File: src/rtl/console_refresh_scheduler.sv
// Console line history with scroll-on-commit and a single
// controlled replay sweep into the display character RAM.
module console_refresh_scheduler #(
  parameter int LINES      = 8,
  parameter int COLS       = 32,
  parameter int VIS_COLS   = 12,
  parameter int ROW_STRIDE = 32
) (
  input  logic              clock,
  input  logic              reset,
  input  logic [COLS*8-1:0] line_content,
  input  logic              line_commit,
  input  logic              refresh_req,
  input  logic              char_ready,
  output logic              char_we,
  output logic [7:0]        char_index,
  output logic [7:0]        char_data,
  output logic              busy,
  output logic              done,
  output logic              commit_overrun
);

  localparam int RW = $clog2(LINES);
  localparam int CW = $clog2(COLS);

  localparam logic [1:0] S_IDLE   = 2'd0;
  localparam logic [1:0] S_SCROLL = 2'd1;
  localparam logic [1:0] S_SWEEP  = 2'd2;
  localparam logic [1:0] S_DONE   = 2'd3;

  logic [1:0]    state_q, state_d;
  logic [RW-1:0] row_q, row_d;
  logic [CW-1:0] col_q, col_d;
  logic          pcommit_q, pcommit_d;
  logic          prefresh_q, prefresh_d;
  logic          ovr_q, ovr_d;
  logic          stage_we;
  logic          accept;

  // Byte c of a row lives at element COLS-1-c, matching line_content.
  logic [COLS-1:0][7:0] hist_q [LINES];
  logic [COLS-1:0][7:0] stage_q;

  // The staged line is being consumed in SCROLL, so a commit there is kept.
  assign accept = line_commit &&
                  (!pcommit_q || state_q == S_SCROLL);

  always_comb begin
    state_d    = state_q;
    row_d      = row_q;
    col_d      = col_q;
    pcommit_d  = pcommit_q;
    prefresh_d = prefresh_q | refresh_req;
    ovr_d      = ovr_q;
    stage_we   = 1'b0;
    if (line_commit) begin
      if (accept) stage_we = 1'b1;
      else        ovr_d    = 1'b1;
    end
    unique case (state_q)
      S_IDLE: begin
        if (pcommit_q || line_commit) begin
          state_d = S_SCROLL;
        end else if (prefresh_q || refresh_req) begin
          state_d    = S_SWEEP;
          row_d      = '0;
          col_d      = '0;
          prefresh_d = 1'b0;
        end
      end
      S_SCROLL: begin
        state_d    = S_SWEEP;
        row_d      = '0;
        col_d      = '0;
        prefresh_d = 1'b0;
        pcommit_d  = 1'b0;
      end
      S_SWEEP: begin
        if (char_ready) begin
          if (col_q == CW'(VIS_COLS-1)) begin
            col_d = '0;
            if (row_q == RW'(LINES-1)) state_d = S_DONE;
            else                       row_d   = row_q + 1'b1;
          end else begin
            col_d = col_q + 1'b1;
          end
        end
      end
      S_DONE: state_d = S_IDLE;
      default: state_d = S_IDLE;
    endcase
    if (accept) pcommit_d = 1'b1;
  end

  always_ff @(posedge clock) begin
    if (reset) begin
      state_q    <= S_IDLE;
      row_q      <= '0;
      col_q      <= '0;
      pcommit_q  <= 1'b0;
      prefresh_q <= 1'b0;
      ovr_q      <= 1'b0;
      stage_q    <= '0;
      for (int r = 0; r < LINES; r++) hist_q[r] <= '0;
    end else begin
      state_q    <= state_d;
      row_q      <= row_d;
      col_q      <= col_d;
      pcommit_q  <= pcommit_d;
      prefresh_q <= prefresh_d;
      ovr_q      <= ovr_d;
      if (stage_we) stage_q <= line_content;
      if (state_q == S_SCROLL) begin
        for (int r = 0; r < LINES-1; r++) hist_q[r] <= hist_q[r+1];
        hist_q[LINES-1] <= stage_q;
      end
    end
  end

  assign char_we        = (state_q == S_SWEEP);
  assign char_index     = char_we ?
                          8'(row_q) * 8'(ROW_STRIDE) + 8'(col_q) : 8'h00;
  assign char_data      = char_we ?
                          hist_q[row_q][CW'(COLS-1) - col_q] : 8'h00;
  assign busy           = (state_q != S_IDLE);
  assign done           = (state_q == S_DONE);
  assign commit_overrun = ovr_q;

endmodule
File: config.mk
export PLATFORM = sky130hd
export DESIGN_NAME = console_refresh_scheduler
export DESIGN_NICKNAME = d
export VERILOG_FILES = /design/src/rtl/console_refresh_scheduler.sv
export SDC_FILE = /design/constraint.sdc
export NUM_CORES = 2
export LEC_CHECK = 0
export ABC_AREA = 1
export CORE_AREA = 2 2 490 492
export CTS_CLUSTER_DIAMETER = 100
export DETAILED_ROUTE_END_ITERATION = 12
export DIE_AREA = 0 0 492 494
export GPL_ROUTABILITY_DRIVEN = 0
export MAX_ROUTING_LAYER = met4
export SETUP_SLACK_MARGIN = 0.15
export SLEW_MARGIN = 20
export SYNTH_ARGS = -nofsm -noshare
export SYNTH_HDL_FRONTEND = slang
export SYNTH_SLANG_ARGS = --single-unit
File: constraint.sdc
create_clock -name clock -period 57.2 [get_ports clock]
set_input_delay 8.58 -clock clock [delete_from_list [all_inputs] [get_ports clock]]
set_output_delay 8.58 -clock clock [all_outputs]
set_load 0.1 [all_outputs]
==> results.sh <==
export IMPL_cts_sinks=2320
export IMPL_yosysSeqAreaShare_pct=62.8
export IMPL_viasPerCell=5.16
export IMPL_leakage_nw=48.0
export IMPL_cp_start_kind="flop"
export IMPL_io_pins=281
export IMPL_fin_crit_sh_pct=28.5
export IMPL_layout_commonest_cell="inv_1"
export IMPL_antenna_found_initial=10
export IMPL_wl_met2_um=120000
export IMPL_hp_class="reg -> reg"
export IMPL_r2r_start="state_q[1]$_SDFFE_PP0P_"
export IMPL_min_from="stage_q[174]$_SDFFE_PP0P_"
export IMPL_grt_remaining_overflow=0
export IMPL_die_area_mm2=0.243
export IMPL_drc=0
export IMPL_period_needed_ns=16.31
export IMPL_route_detailed_wl_per_inst_um=19.1
export IMPL_post_cts_buffers=0
export IMPL_status="finished, final reports clean"
export IMPL_placementRows=179
export IMPL_syn_inst=11900
export IMPL_final_max_slew_viol_count=0
export IMPL_ant_nets=0
export IMPL_finalHoldViolCount=0
export IMPL_synthSimpleGateAreaFrac_pct=22.8
export IMPL_die_height_um=494
export IMPL_maxCapViolCount=0
export IMPL_crit_type="reg -> out"
export IMPL_final_setup_viol_count=0
export IMPL_skew_ns=0.0329
export IMPL_fill_cells=22100
export IMPL_synth_area_per_cell_um2=8.98
export IMPL_wl_um=288000
export IMPL_synth_top_family_by_area="simple AND/OR/NAND/NOR gates"
export IMPL_rsz0062_at_grt="no"
export IMPL_first_iter_violations=9523
export IMPL_cts_path_max_buffers=3
export IMPL_clk_pin_slew_worst_paths_ns=0.06
export IMPL_io_buffers=280
export IMPL_numPlacedInstances=14700
export IMPL_finalNonFillerCells=15100
export IMPL_nNetsFinal=12000
export IMPL_max_slew_worst_pin_slew_ns=1.18
export IMPL_max_freq_ghz=0.0613
export IMPL_holdWs_ns=0.451
export IMPL_top_layer="met4"
export IMPL_p_per_area_mw_per_mm2=44.7
export IMPL_syn_area_mm2=0.107
export IMPL_critPathMaxFanout=83
export IMPL_clkLatencyLatePin_ns=0.89
export IMPL_synth_mux_area_share_pct=0
export IMPL_cts_root_buf="clkbuf_16"
export IMPL_cts_inserted_buffers=232
export IMPL_grt_pass1_wl_um=439000
export IMPL_area_growth_synth_to_final_pct=11.3
export IMPL_final_cell_mix="2087 x inv_1, 2061 x nor2_1, 2055 x nand2_1, 2048 x edfxtp_1, 1756 x nand3_1"
export IMPL_cts_resized=0
export IMPL_end_kind="output pin"
export IMPL_grt_start_max_net_pins=200
export IMPL_cts_tree="built"
export IMPL_required_ns=48.62
export IMPL_yosys_most_used_dff="edfxtp_1"
export IMPL_vias=78000
export IMPL_start_util_pct=44.9
export IMPL_synthArstFlopShare_pct=0
export IMPL_yosys_area_share_adder_pct=0.0821
export IMPL_tns_ns=0
export IMPL_hold_buffers=0
export IMPL_synth_distinct_cells=24
export IMPL_layout_drive_gt1_share_pct=3.98
export IMPL_total_power_mw=5.31
export IMPL_arrival_ns=7.73
export IMPL_synth_warnings=0
export IMPL_synth_compound_area_share_pct=3.82
export IMPL_wirelength_met1_um=137000
export IMPL_ys_seq_elements=2320
export IMPL_grt_pass1_vias=72900
export IMPL_firstDrtPassIters=5
export IMPL_met3WireLength_um=25700
export IMPL_synth_edf_count=2048
export IMPL_core_mm2=0.237
export IMPL_synth_nets=12100
export IMPL_peakVddDrop_v=0.0000351
export IMPL_chipWidth_um=492
export IMPL_synth_xor_area_share_pct=0.00821
export IMPL_cts_max_level=4
export IMPL_dp_hpwl_um=168000
export IMPL_grt_use_total_pct=23.9
export IMPL_max_slew_margin_rel_pct=21.2
## metrics by stage
stage / utilization (%) / area [µm²] / worst slack, ns
after floorplan: - / 107000 / 1.28
after global placement: 46.8 / 111000 / 41.38
after detailed placement: 46.8 / 111000 / 41.23
after CTS: 50.0 / 119000 / 40.84
after global routing: 50.0 / 119000 / 40.57
final: 50.0 / 119000 / 40.89
## registers in the layout, indices dropped and copies added, names as in the netlist, named ones only
register        flops
col_q               5
commit_overrun      1
hist_q           2048
pcommit_q           1
prefresh_q          1
row_q               3
stage_q           256
state_q             2
## cell families after synthesis
family / count (synthesis)
buffers and inverters: 2854
AOI/OAI and AO/OA: 812
and+or+nand+nor: 5880
xor gates and xnor gates: 1
adders and majority gates: 7
DFF: 2320
## final timing paths
check | endpoint | slack (ns) | cells after the start
setup / recovery | char_data[1] | 40.89 | 17
hold / removal | stage_q[174]$_SDFFE_PP0P_ | 0.45 | 2
setup reg to reg | hist_q[2][95]$_SDFFCE_PN0P_ | 50.38 | 10
hold reg to reg | stage_q[174]$_SDFFE_PP0P_ | 0.45 | 2
## worst max-delay path, cell delays in order, from the launching register on
cell and delay [ns]:
dfxtp_4 0.94, buf_4 0.86, buf_4 0.72, buf_4 0.83, buf_4 0.71, nand2_1 0.15, nand3_1 0.15, nand3_1 0.09
nand3_1 0.11, nand3_1 0.16, nand2_1 0.25, nand2_1 0.10, nand2_1 0.09, inv_1 0.04, nand2_1 0.06, nand2_1 0.08
nand2_1 0.13, clkdlybuf4s50_1 1.15
## Yosys cell counts, drive strengths merged (3+ instances only)
cell type	number	share of area (%)
a211oi	3	0.021
a21oi	406	1.9
buf	310	1.6
clkbuf	448	1.6
clkinv	4	0.014
dfxtp	272	5.1
edfxtp	2048	58
ha	7	0.082
inv	2092	7.4
nand2	2058	7.2
nand3	1756	8.2
nor2	2062	7.3
nor3	3	0.014
o21ai	402	1.9
## final cells by class
| type | count | area [µm²] | share of cell area (%) |
|---|---|---|---|
| Antenna cell | 8 | 20.0 | 0.0169 |
| Clock buffer | 311 | 6520 | 5.49 |
| Clock inverter | 122 | 1000 | 0.845 |
| Inverter | 2096 | 7910 | 6.66 |
| Multi-Input combinational cell | 6700 | 28500 | 24.0 |
| Sequential cell | 2320 | 67000 | 56.4 |
| Tap cell | 3167 | 3960 | 3.34 |
| Timing Repair Buffer | 398 | 3810 | 3.21 |
## where the power goes
part | internal (mW) | switching (mW)
logic | 0.295 | 0.923
registers | 2.35 | 0.220
clock network | 0.851 | 0.666
## layer usage
layer	vias to the layer above	global-route usage, %
li1	37500	-
met1	37400	36.7
met4	0	5.42
met3	330	3.78
met2	2761	33.1
met5	-	-
Note: power is estimated with default switching activity, not from simulation.
